[config.mk]
export PLATFORM = sky130hd
export DESIGN_NAME = uart_tx_fsm_flat
export DESIGN_NICKNAME = d
export VERILOG_FILES = /design/src/rtl/uart_tx_pkg.sv /design/src/rtl/uart_tx_fsm_if.sv /design/src/rtl/uart_tx_fsm.sv /design/src/flat_wrapper.sv
export SDC_FILE = /design/constraint.sdc
export NUM_CORES = 1
export LEC_CHECK = 0
export ABC_CLOCK_PERIOD_IN_PS = 1760
export BUFFER_PORTS_ARGS = -buffer_cell sky130_fd_sc_hd__buf_4
export CAP_MARGIN = 20
export CORE_MARGIN = 3
export CORE_UTILIZATION = 50
export CTS_BUF_LIST = sky130_fd_sc_hd__clkbuf_2
export DETAILED_ROUTE_END_ITERATION = 12
export PLACE_DENSITY = 0.78
export SETUP_SLACK_MARGIN = 0.05
export SYNTH_ARGS = -nofsm -noshare
export SYNTH_HDL_FRONTEND = slang
export SYNTH_SLANG_ARGS = --single-unit
[constraint.sdc]
create_clock -name clk -period 1.76 [get_ports clk]
set_clock_uncertainty 0.1 [all_clocks]
set_input_delay 0.528 -clock clk [delete_from_list [all_inputs] [get_ports clk]]
set_output_delay 0.528 -clock clk [all_outputs]
set_load 0.01 [all_outputs]
[src/rtl/uart_tx_pkg.sv]
// rtl/uart_tx_pkg.sv - shared UART TX constants: frame states, FIFO flags, parity and stop options
package uart_tx_pkg;

  localparam int         DATA_BITS = 8;
  localparam logic [3:0] LAST_BIT  = 4'(DATA_BITS - 1);

  typedef enum logic [4:0] {
    INTERVAL  = 5'b00001,
    STARTBIT  = 5'b00010,
    DATABITS  = 5'b00100,
    PARITYBIT = 5'b01000,
    STOPBIT   = 5'b10000
  } state_e;

  localparam logic EMPTY    = 1'b1;
  localparam logic NONEMPTY = 1'b0;
  localparam logic EVEN     = 1'b0;
  localparam logic ODD      = 1'b1;
  localparam logic STOP_ONE = 1'b0;
  localparam logic STOP_TWO = 1'b1;

  // Parity bit the shift register sends for a byte under the selected method
  function automatic logic parity_bit(input logic [DATA_BITS-1:0] data, input logic method);
    logic p;
    case (method)
      EVEN:    p = ^data;
      ODD:     p = ~^data;
      default: p = ^data;
    endcase
    return p;
  endfunction

endpackage

[src/rtl/uart_tx_fsm_if.sv]
// rtl/uart_tx_fsm_if.sv - control/status bundle between baud/FIFO side and the TX frame sequencer
interface uart_tx_fsm_if;

  logic       p_BaudSig_i;
  logic       p_FiFoEmpty_i;
  logic       p_TxEnable_i;
  logic       p_ParityEnable_i;
  logic       StopBits_i;
  logic [4:0] State_o;
  logic [3:0] BitCounter_o;
  logic       p_TxBusy_o;
  logic       p_FrameDone_o;

  modport master (
    output p_BaudSig_i, p_FiFoEmpty_i, p_TxEnable_i, p_ParityEnable_i, StopBits_i,
    input  State_o, BitCounter_o, p_TxBusy_o, p_FrameDone_o
  );

  modport slave (
    input  p_BaudSig_i, p_FiFoEmpty_i, p_TxEnable_i, p_ParityEnable_i, StopBits_i,
    output State_o, BitCounter_o, p_TxBusy_o, p_FrameDone_o
  );

endinterface

[src/rtl/uart_tx_fsm.sv]
// rtl/uart_tx_fsm.sv - UART transmit frame sequencer: one-hot frame state and bit index, stepped by baud pulses
module uart_tx_fsm
  import uart_tx_pkg::*;
(
  input  logic         clk,
  input  logic         rst,
  uart_tx_fsm_if.slave bus
);

  state_e     state_q, state_d;
  logic [3:0] cnt_q, cnt_d;
  logic       par_q, par_d;
  logic       stop2_q, stop2_d;
  logic       busy_q, busy_d;
  logic       done_q, done_d;
  logic       state_ok;
  logic       illegal;

  always_comb begin
    case (state_q)
      INTERVAL, STARTBIT, DATABITS, PARITYBIT, STOPBIT: state_ok = 1'b1;
      default:                                          state_ok = 1'b0;
    endcase
  end

  // Corrupted state or counter recovers to idle without waiting for a baud
  assign illegal = !state_ok || (state_q == DATABITS && cnt_q > LAST_BIT);

  always_comb begin
    state_d = state_q;
    cnt_d   = cnt_q;
    par_d   = par_q;
    stop2_d = stop2_q;
    done_d  = 1'b0;
    if (illegal) begin
      state_d = INTERVAL;
      cnt_d   = '0;
    end else if (bus.p_BaudSig_i) begin
      case (state_q)
        INTERVAL: begin
          // Same condition the shift register uses to pop the FIFO
          if (bus.p_FiFoEmpty_i == NONEMPTY && bus.p_TxEnable_i) begin
            state_d = STARTBIT;
            cnt_d   = '0;
            par_d   = bus.p_ParityEnable_i;
            stop2_d = bus.StopBits_i;
          end
        end
        STARTBIT: begin
          state_d = DATABITS;
          cnt_d   = '0;
        end
        DATABITS: begin
          if (cnt_q < LAST_BIT) begin
            cnt_d = cnt_q + 4'd1;
          end else begin
            cnt_d   = '0;
            state_d = par_q ? PARITYBIT : STOPBIT;
          end
        end
        PARITYBIT: begin
          state_d = STOPBIT;
          cnt_d   = '0;
        end
        STOPBIT: begin
          if (stop2_q == STOP_TWO && cnt_q == 4'd0) begin
            cnt_d = 4'd1;
          end else begin
            state_d = INTERVAL;
            cnt_d   = '0;
            done_d  = 1'b1;
          end
        end
        default: begin
          state_d = INTERVAL;
          cnt_d   = '0;
        end
      endcase
    end
    busy_d = (state_d != INTERVAL);
  end

  always_ff @(posedge clk or negedge rst) begin
    if (!rst) begin
      state_q <= INTERVAL;
      cnt_q   <= '0;
      par_q   <= 1'b0;
      stop2_q <= STOP_ONE;
      busy_q  <= 1'b0;
      done_q  <= 1'b0;
    end else begin
      state_q <= state_d;
      cnt_q   <= cnt_d;
      par_q   <= par_d;
      stop2_q <= stop2_d;
      busy_q  <= busy_d;
      done_q  <= done_d;
    end
  end

  assign bus.State_o       = state_q;
  assign bus.BitCounter_o  = cnt_q;
  assign bus.p_TxBusy_o    = busy_q;
  assign bus.p_FrameDone_o = done_q;

endmodule

[src/flat_wrapper.sv]
// flat-port wrapper written by rule: the top's interface ports become plain ports
module uart_tx_fsm_flat import uart_tx_pkg::*;
  (clk, rst, bus_p_BaudSig_i, bus_p_FiFoEmpty_i, bus_p_TxEnable_i, bus_p_ParityEnable_i, bus_StopBits_i, bus_State_o, bus_BitCounter_o, bus_p_TxBusy_o, bus_p_FrameDone_o);
  uart_tx_fsm_if bus_i ();
  input  logic clk;
  input  logic rst;
  input wire logic [$bits(bus_i.p_BaudSig_i)-1:0] bus_p_BaudSig_i;
  input wire logic [$bits(bus_i.p_FiFoEmpty_i)-1:0] bus_p_FiFoEmpty_i;
  input wire logic [$bits(bus_i.p_TxEnable_i)-1:0] bus_p_TxEnable_i;
  input wire logic [$bits(bus_i.p_ParityEnable_i)-1:0] bus_p_ParityEnable_i;
  input wire logic [$bits(bus_i.StopBits_i)-1:0] bus_StopBits_i;
  output wire logic [$bits(bus_i.State_o)-1:0] bus_State_o;
  output wire logic [$bits(bus_i.BitCounter_o)-1:0] bus_BitCounter_o;
  output wire logic [$bits(bus_i.p_TxBusy_o)-1:0] bus_p_TxBusy_o;
  output wire logic [$bits(bus_i.p_FrameDone_o)-1:0] bus_p_FrameDone_o;
  assign bus_i.p_BaudSig_i = bus_p_BaudSig_i;
  assign bus_i.p_FiFoEmpty_i = bus_p_FiFoEmpty_i;
  assign bus_i.p_TxEnable_i = bus_p_TxEnable_i;
  assign bus_i.p_ParityEnable_i = bus_p_ParityEnable_i;
  assign bus_i.StopBits_i = bus_StopBits_i;
  assign bus_State_o = bus_i.State_o;
  assign bus_BitCounter_o = bus_i.BitCounter_o;
  assign bus_p_TxBusy_o = bus_i.p_TxBusy_o;
  assign bus_p_FrameDone_o = bus_i.p_FrameDone_o;
  uart_tx_fsm u_core (.clk(clk), .rst(rst), .bus(bus_i));
endmodule
==> After elaboration in Yosys (flattened, before gate mapping) <==
Index checks and enable logic that the tools add are counted.
{ "totals": {"in_bits": 7, "out_inout_bits": 11, "reg_bits": 13, "word_cells": 46} }
{ "op_classes": {"n_eq_ne": 7, "order_cmp": 2, "n_bitwise": 2, "add_sub_neg": 1, "reduce_logical": 10, "mux": 18} }
{ "ops": {"columns": ["operator", "count"], "rows": [
  ["2-to-1 mux 5 bit", 6],
  ["case mux 5 bit (5 select lines)", 1],
  ["2-to-1 mux 4 bit", 4],
  ["case mux 4 bit (3 select lines)", 1],
  ["2-to-1 mux 1 bit", 6],
  ["equality test 5 x 1 -> 1 bit (second input constant)", 1],
  ["equality test 5 x 2 -> 1 bit (second input constant)", 1],
  ["equality test 5 x 3 -> 1 bit (second input constant)", 1],
  ["equality test 5 x 4 -> 1 bit (second input constant)", 1],
  ["equality test 5 bit (second input constant)", 1],
  ["!= test 5 x 1 -> 1 bit (second input constant)", 1],
  ["OR reduction 5 bit", 1],
  ["adder 4 x 1 -> 4 bit (second input constant)", 1],
  ["> comparator 4 x 3 -> 1 bit (second input constant)", 1],
  ["zero test 4 bit", 1],
  ["less-than comparator 4 x 3 -> 1 bit (second input constant)", 1],
  ["AND reduction 4 bit", 1],
  ["logical AND 1 bit", 3],
  ["!= test 3 x 1 -> 1 bit (second input constant)", 1],
  ["inverter 1 bit", 2],
  ["AND reduction 2 bit", 1],
  ["nonzero test 2 bit", 1],
  ["zero test 1 bit", 1],
  ["logical OR 1 bit", 1]
]} }

==> Longest topological paths before layout <==
{ "depth": {"ltp_word": 7, "mapped_depth": 6, "mapped_depth_nobuf": 6} }

==> Least setup slack after synthesis <==
No wires, ideal clock.
{ "synth_timing": {"kind": "register -> register", "from": "register u_core.state_q[0], in the netlist u_core.bus.State_o[0]", "to": "register u_core.busy_q, in the netlist u_core.bus.p_TxBusy_o", "setup_ps": 132, "arrival_ps": 1631, "stages_incl_launch_ff": 6, "required_time_ps": 1528, "period_less_slack_ps": 1862, "path_buffers": 1, "path_slack_ps": -102, "path_cell_list": "dfstp_2 buf_6 or3b_4 o31ai_4 o22ai_1 nor2b_4"} }
{ "synth_between": {"elab_chain_cells": 7, "word_cells_on_any_way": 17, "classes_between": "eq/ne (6); mux (7); reduce/logical (4)"} }
{ "synth_lines": {"columns": ["element", "line_no", "rtl"], "rows": [
  ["start, declared", "uart_tx_fsm.sv:10", "state_e state_q, state_d;"],
  ["start signal, assigned", "uart_tx_fsm.sv:92", "state_q <= state_d;"],
  ["equality test 5 x 2 -> 1 bit, or another cell as far along", "uart_tx_fsm.sv:20, uart_tx_fsm.sv:39", null],
  ["OR reduction 5 bit", "uart_tx_fsm.sv:20", "case (state_q)"],
  ["2-to-1 mux 1 bit", "uart_tx_fsm.sv:20", null],
  ["zero test 1 bit", "uart_tx_fsm.sv:27", "assign illegal = !state_ok || (state_q == DATABITS && cnt_q > LAST_BIT);"],
  ["logical OR 1 bit", "uart_tx_fsm.sv:27", null],
  ["2-to-1 mux 5 bit *", "uart_tx_fsm.sv:35", "if (illegal) begin"],
  ["!= test 5 x 1 -> 1 bit *", "uart_tx_fsm.sv:80", "busy_d = (state_d != INTERVAL);"],
  ["named net u_core.busy_d", "uart_tx_fsm.sv:14", "logic busy_q, busy_d;"],
  ["end signal, assigned", "uart_tx_fsm.sv:96", "busy_q <= busy_d;"],
  ["end, declared", "uart_tx_fsm.sv:14", null]
]} }
The timed path passes the listed nets; every way through them passes the cells marked *.
A chain may end at the register's enable or synchronous reset.

==> Worst setup path in the final report <==
{ "layout_timing": {"from": "register u_core.state_q[0], in the netlist u_core.bus.State_o[0]", "to": "register u_core.cnt_q[0], in the netlist u_core.bus.BitCounter_o[0]"} }
{ "layout_between": {"elab_chain_cells": 7, "word_cells_on_any_way": 16, "classes_between": "eq/ne (6); mux (4); reduce/logical (6)"} }
{ "layout_lines": {"columns": ["element", "line_no", "rtl"], "rows": [
  ["equality test 5 x 2 -> 1 bit, or another cell as far along", "uart_tx_fsm.sv:20", null],
  ["OR reduction 5 bit", "uart_tx_fsm.sv:20", null],
  ["2-to-1 mux 1 bit", "uart_tx_fsm.sv:20", null],
  ["zero test 1 bit", "uart_tx_fsm.sv:27", null],
  ["logical OR 1 bit", "uart_tx_fsm.sv:27", null],
  ["!= test 3 x 1 -> 1 bit (no line) or nonzero test 2 bit (tied branches)", null, null],
  ["AND reduction 2 bit (no line)", null, null],
  ["end signal, assigned", "uart_tx_fsm.sv:93", "cnt_q <= cnt_d;"],
  ["end, declared", "uart_tx_fsm.sv:11", "logic [3:0] cnt_q, cnt_d;"]
]} }
Several ways; a longest one is shown, not always the timed one. The select of a mux whose other input is x is not followed.

==> flow_summary.yaml <==
outcome:
  outcome: "finished, final reports clean"
synth:
  synthArstFlopShare_pct: 100.0
  yosysUniqueCellTypes: 40
  ys_warn_count: 0
  synth_seq_cells: 13
  netlist_area_sq_um: 843.3
  synth_top_cell_by_area: "dfrtp_1"
  ys.flop_type: "dfrtp_1"
  yosysSeqAreaShare_pct: 38.72
  synth.area.top_cells: "dfrtp_1 36%, nor3_4 3.9%, a21oi_1 3.6%"
  syn_area_per_cell_sq_um: 10.41
  synth_edf_count: 0
  netlist.area_leader.share_pct: 35.61
  syn_inst: 81
  synth_nets: 90
setup_path:
  endpoint_kind: "flop"
  worst_path_max_delay_cell: "dfstp_2"
  crit_family: "flip-flops"
  startpoint: "u_core.bus.State_o[0]"
  path_depth: 5
  r2r_slack_ns: 0.0006
  crit_type: "flop to flop"
  critical_path.cell_chain: "or3b_4 > o31ai_4 > buf_4 > a221oi_2 > a211oi_2"
  reg2reg_depth: 5
  arrival_ns: 1.87
  critPathLaunchType: "flop"
  reg2reg_from: "u_core.bus.State_o[0]"
  worstPathRequired_ns: 1.87
  critPathBufInv: 1
  cp_max_fo: 4
  critPathMaxStageDelay_ns: 0.58
final_layout:
  antenna_cells: 0
  seq_area_sq_um: 330.3
  final_layout_size_suffix_gt1_share_pct: 55.17
  final_cells: 132
  fill_cells: 109
  fin_nets: 126
  multi_input_area_sq_um: 501.7
  syn_to_final_growth_pct: 37.09
cts:
  cts_tree: "built"
  clk_path_buf_depth: 2
  cts-htree-levels: 1
  cts_made_buffers: 3
  cts_sinks: 13
  insertion_delay_ns: 0.28
  cts_root_buf: "clkbuf_2"
  clk_pin_slew_worst_paths_ns: 0.13
route:
  viasPerCell: 5.652
  postRouteAntennaNets: 0
  vias: 746
  firstDrtPassIters: 4
  wl_per_cell_um: 15.36
  drc: 0
  drt_iter0_drc: 10
  wl_um: 2027
die:
  start_util_pct: 54.71
  die_y_um: 47.07
  fp-row-count: 14
  dieWidth_um: 47.07
  die_area_sq_um: 2216
  pin_count: 18
  core_sq_um: 1541
sta:
  hold_viol_final: 0
  drv_slew: 0
  rsz0062_at_grt: "true"
  fmax_mhz: 568.4
  finalSetupViolations: 0
  finalCriticalPeriod_ns: 1.759
  post-route-period-util_pct: 99.96
  fin_ws_ns: 0.0006464
  slew_headroom_pct: 82.49
  tightest_slew_ns: 0.2626
  hold_slack_ns: 0.3671
  setup_tns_ns: 0
pwr:
  power.density_nw_per_um2: 1253
  p_leak_nw: 0.5285
  irDropWorstVdd_uv: 834.9
  power_w: 0.001449
global_route:
  grt_pass1_vias: 734
  grt_util_all_layers_pct: 21.45
  grt_max_degree: 14
  antenna_found_initial: 0
  grt_first_pass_wirelength_um: 3284
  grt-ovfl-total: 0
flow_run:
  maxCapViolCount: 0
hold_path:
  worstHoldStart: "bus_StopBits_i"
  worstHoldPathType: "primary input to flop"
  whs_path_depth: 2
place:
  dp_hpwl_um: 1503
  gp_congestion: 0.8436
  numPlacedInstances: 123
  port-buffer-count: 17
  pre_cts_ws_ns: 0.02495
-- timing repair --
action | 4_1_cts | 5_1_grt
pin swaps | 2 | 4
buffers inserted | 1 | 3
endpoints found under the hold margin | 12 | 0
hold buffers | 1 | 0
resized for setup | 3 | 10
endpoints found under the setup margin | 10 | 13
-- registers in the layout (all words and copies together) (netlist names) --
signal	flops
u_core.bus.p_FrameDone_o	1
u_core.bus.p_TxBusy_o	1
u_core.par_q	1
u_core.bus.State_o	5
u_core.stop2_q	1
u_core.bus.BitCounter_o	4
-- layer usage --
metal	wire length [um]	vias up	global-route usage, %
li1	-	366	-
met1	947	358	29.15
met2	980	17	34.69
met3	74	5	3.831
met4	25	0	6.630
met5	0	-	0
-- worst register-to-register path: cells and delay by family, from the launching register on --
family / cells / cell delay [ns]
AO/OA/AOI/OAI: 3 / 0.43
AND/OR/NAND/NOR: 1 / 0.41
flip-flops: 1 / 0.58
buffers and inverters: 1 / 0.17
-- layout make-up --
class	instances	share of cell area (%)
well taps	16	1.732
multi-input cells	61	43.40
inverters	3	0.9740
repair buffers	35	23.59
clock buffers	4	1.732
flip-flops and latches	13	28.57
-- report_power, final --
group / total [W] / leakage, nW / switching [W] / internal, W
Sequential: 0.000457 / 0.166 / 0.0000783 / 0.000378
Clock: 0.000165 / 0.0166 / 0.000105 / 0.0000602
Combinational: 0.000827 / 0.345 / 0.000396 / 0.000431
-- Yosys cell counts (2+ instances only) --
master,number
buf_2,2
a21oi_1,6
nor4_1,2
nor2b_1,2
nand3_1,4
or2_4,2
inv_1,3
nand2_1,5
nor2_1,4
dfrtp_1,12
nand2b_1,4
nor3_4,2
mux2_4,2
ha_1,2
nor3_1,4
-- cells by family after synthesis --
logic type | synth area share, %
compound gates | 17.06
buf+inv | 4.302
flops | 38.72
simple gates | 32.34
mux | 3.561
xor+xnor | 1.039
fa+ha+maj | 2.967
-- per-stage QoR --
step / cell area (sq um) / utilization, %
floorplan: 843.3 / -
detailed placement: 1064 / 68.99
global route: 1156 / 75.00
finish: 1156 / 75.00
CTS: 1104 / 71.59
global placement: 1064 / 68.99
-- cell usage in the layout, fill, tap and decap left out, types with 3 or more instances in the layout --
| cell type | count |
|---|---|
| buf_4 | 32 |
| nor3_1 | 4 |
| nand2_1 | 4 |
| nand3_1 | 4 |
| clkbuf_2 | 4 |
| nand2b_1 | 4 |
| nor2_1 | 4 |
| a21oi_1 | 6 |
| dfrtp_1 | 9 |
| dfrtp_2 | 3 |
-- worst paths after layout --
kind / to
setup / recovery: u_core.bus.BitCounter_o[0]
hold / removal: u_core.stop2_q
setup reg to reg: u_core.bus.BitCounter_o[0]
hold reg to reg: u_core.par_q
max in group asynchronous: u_core.bus.State_o[0]
min in group asynchronous: u_core.bus.p_TxBusy_o
Power figures use the tool's default switching activity.
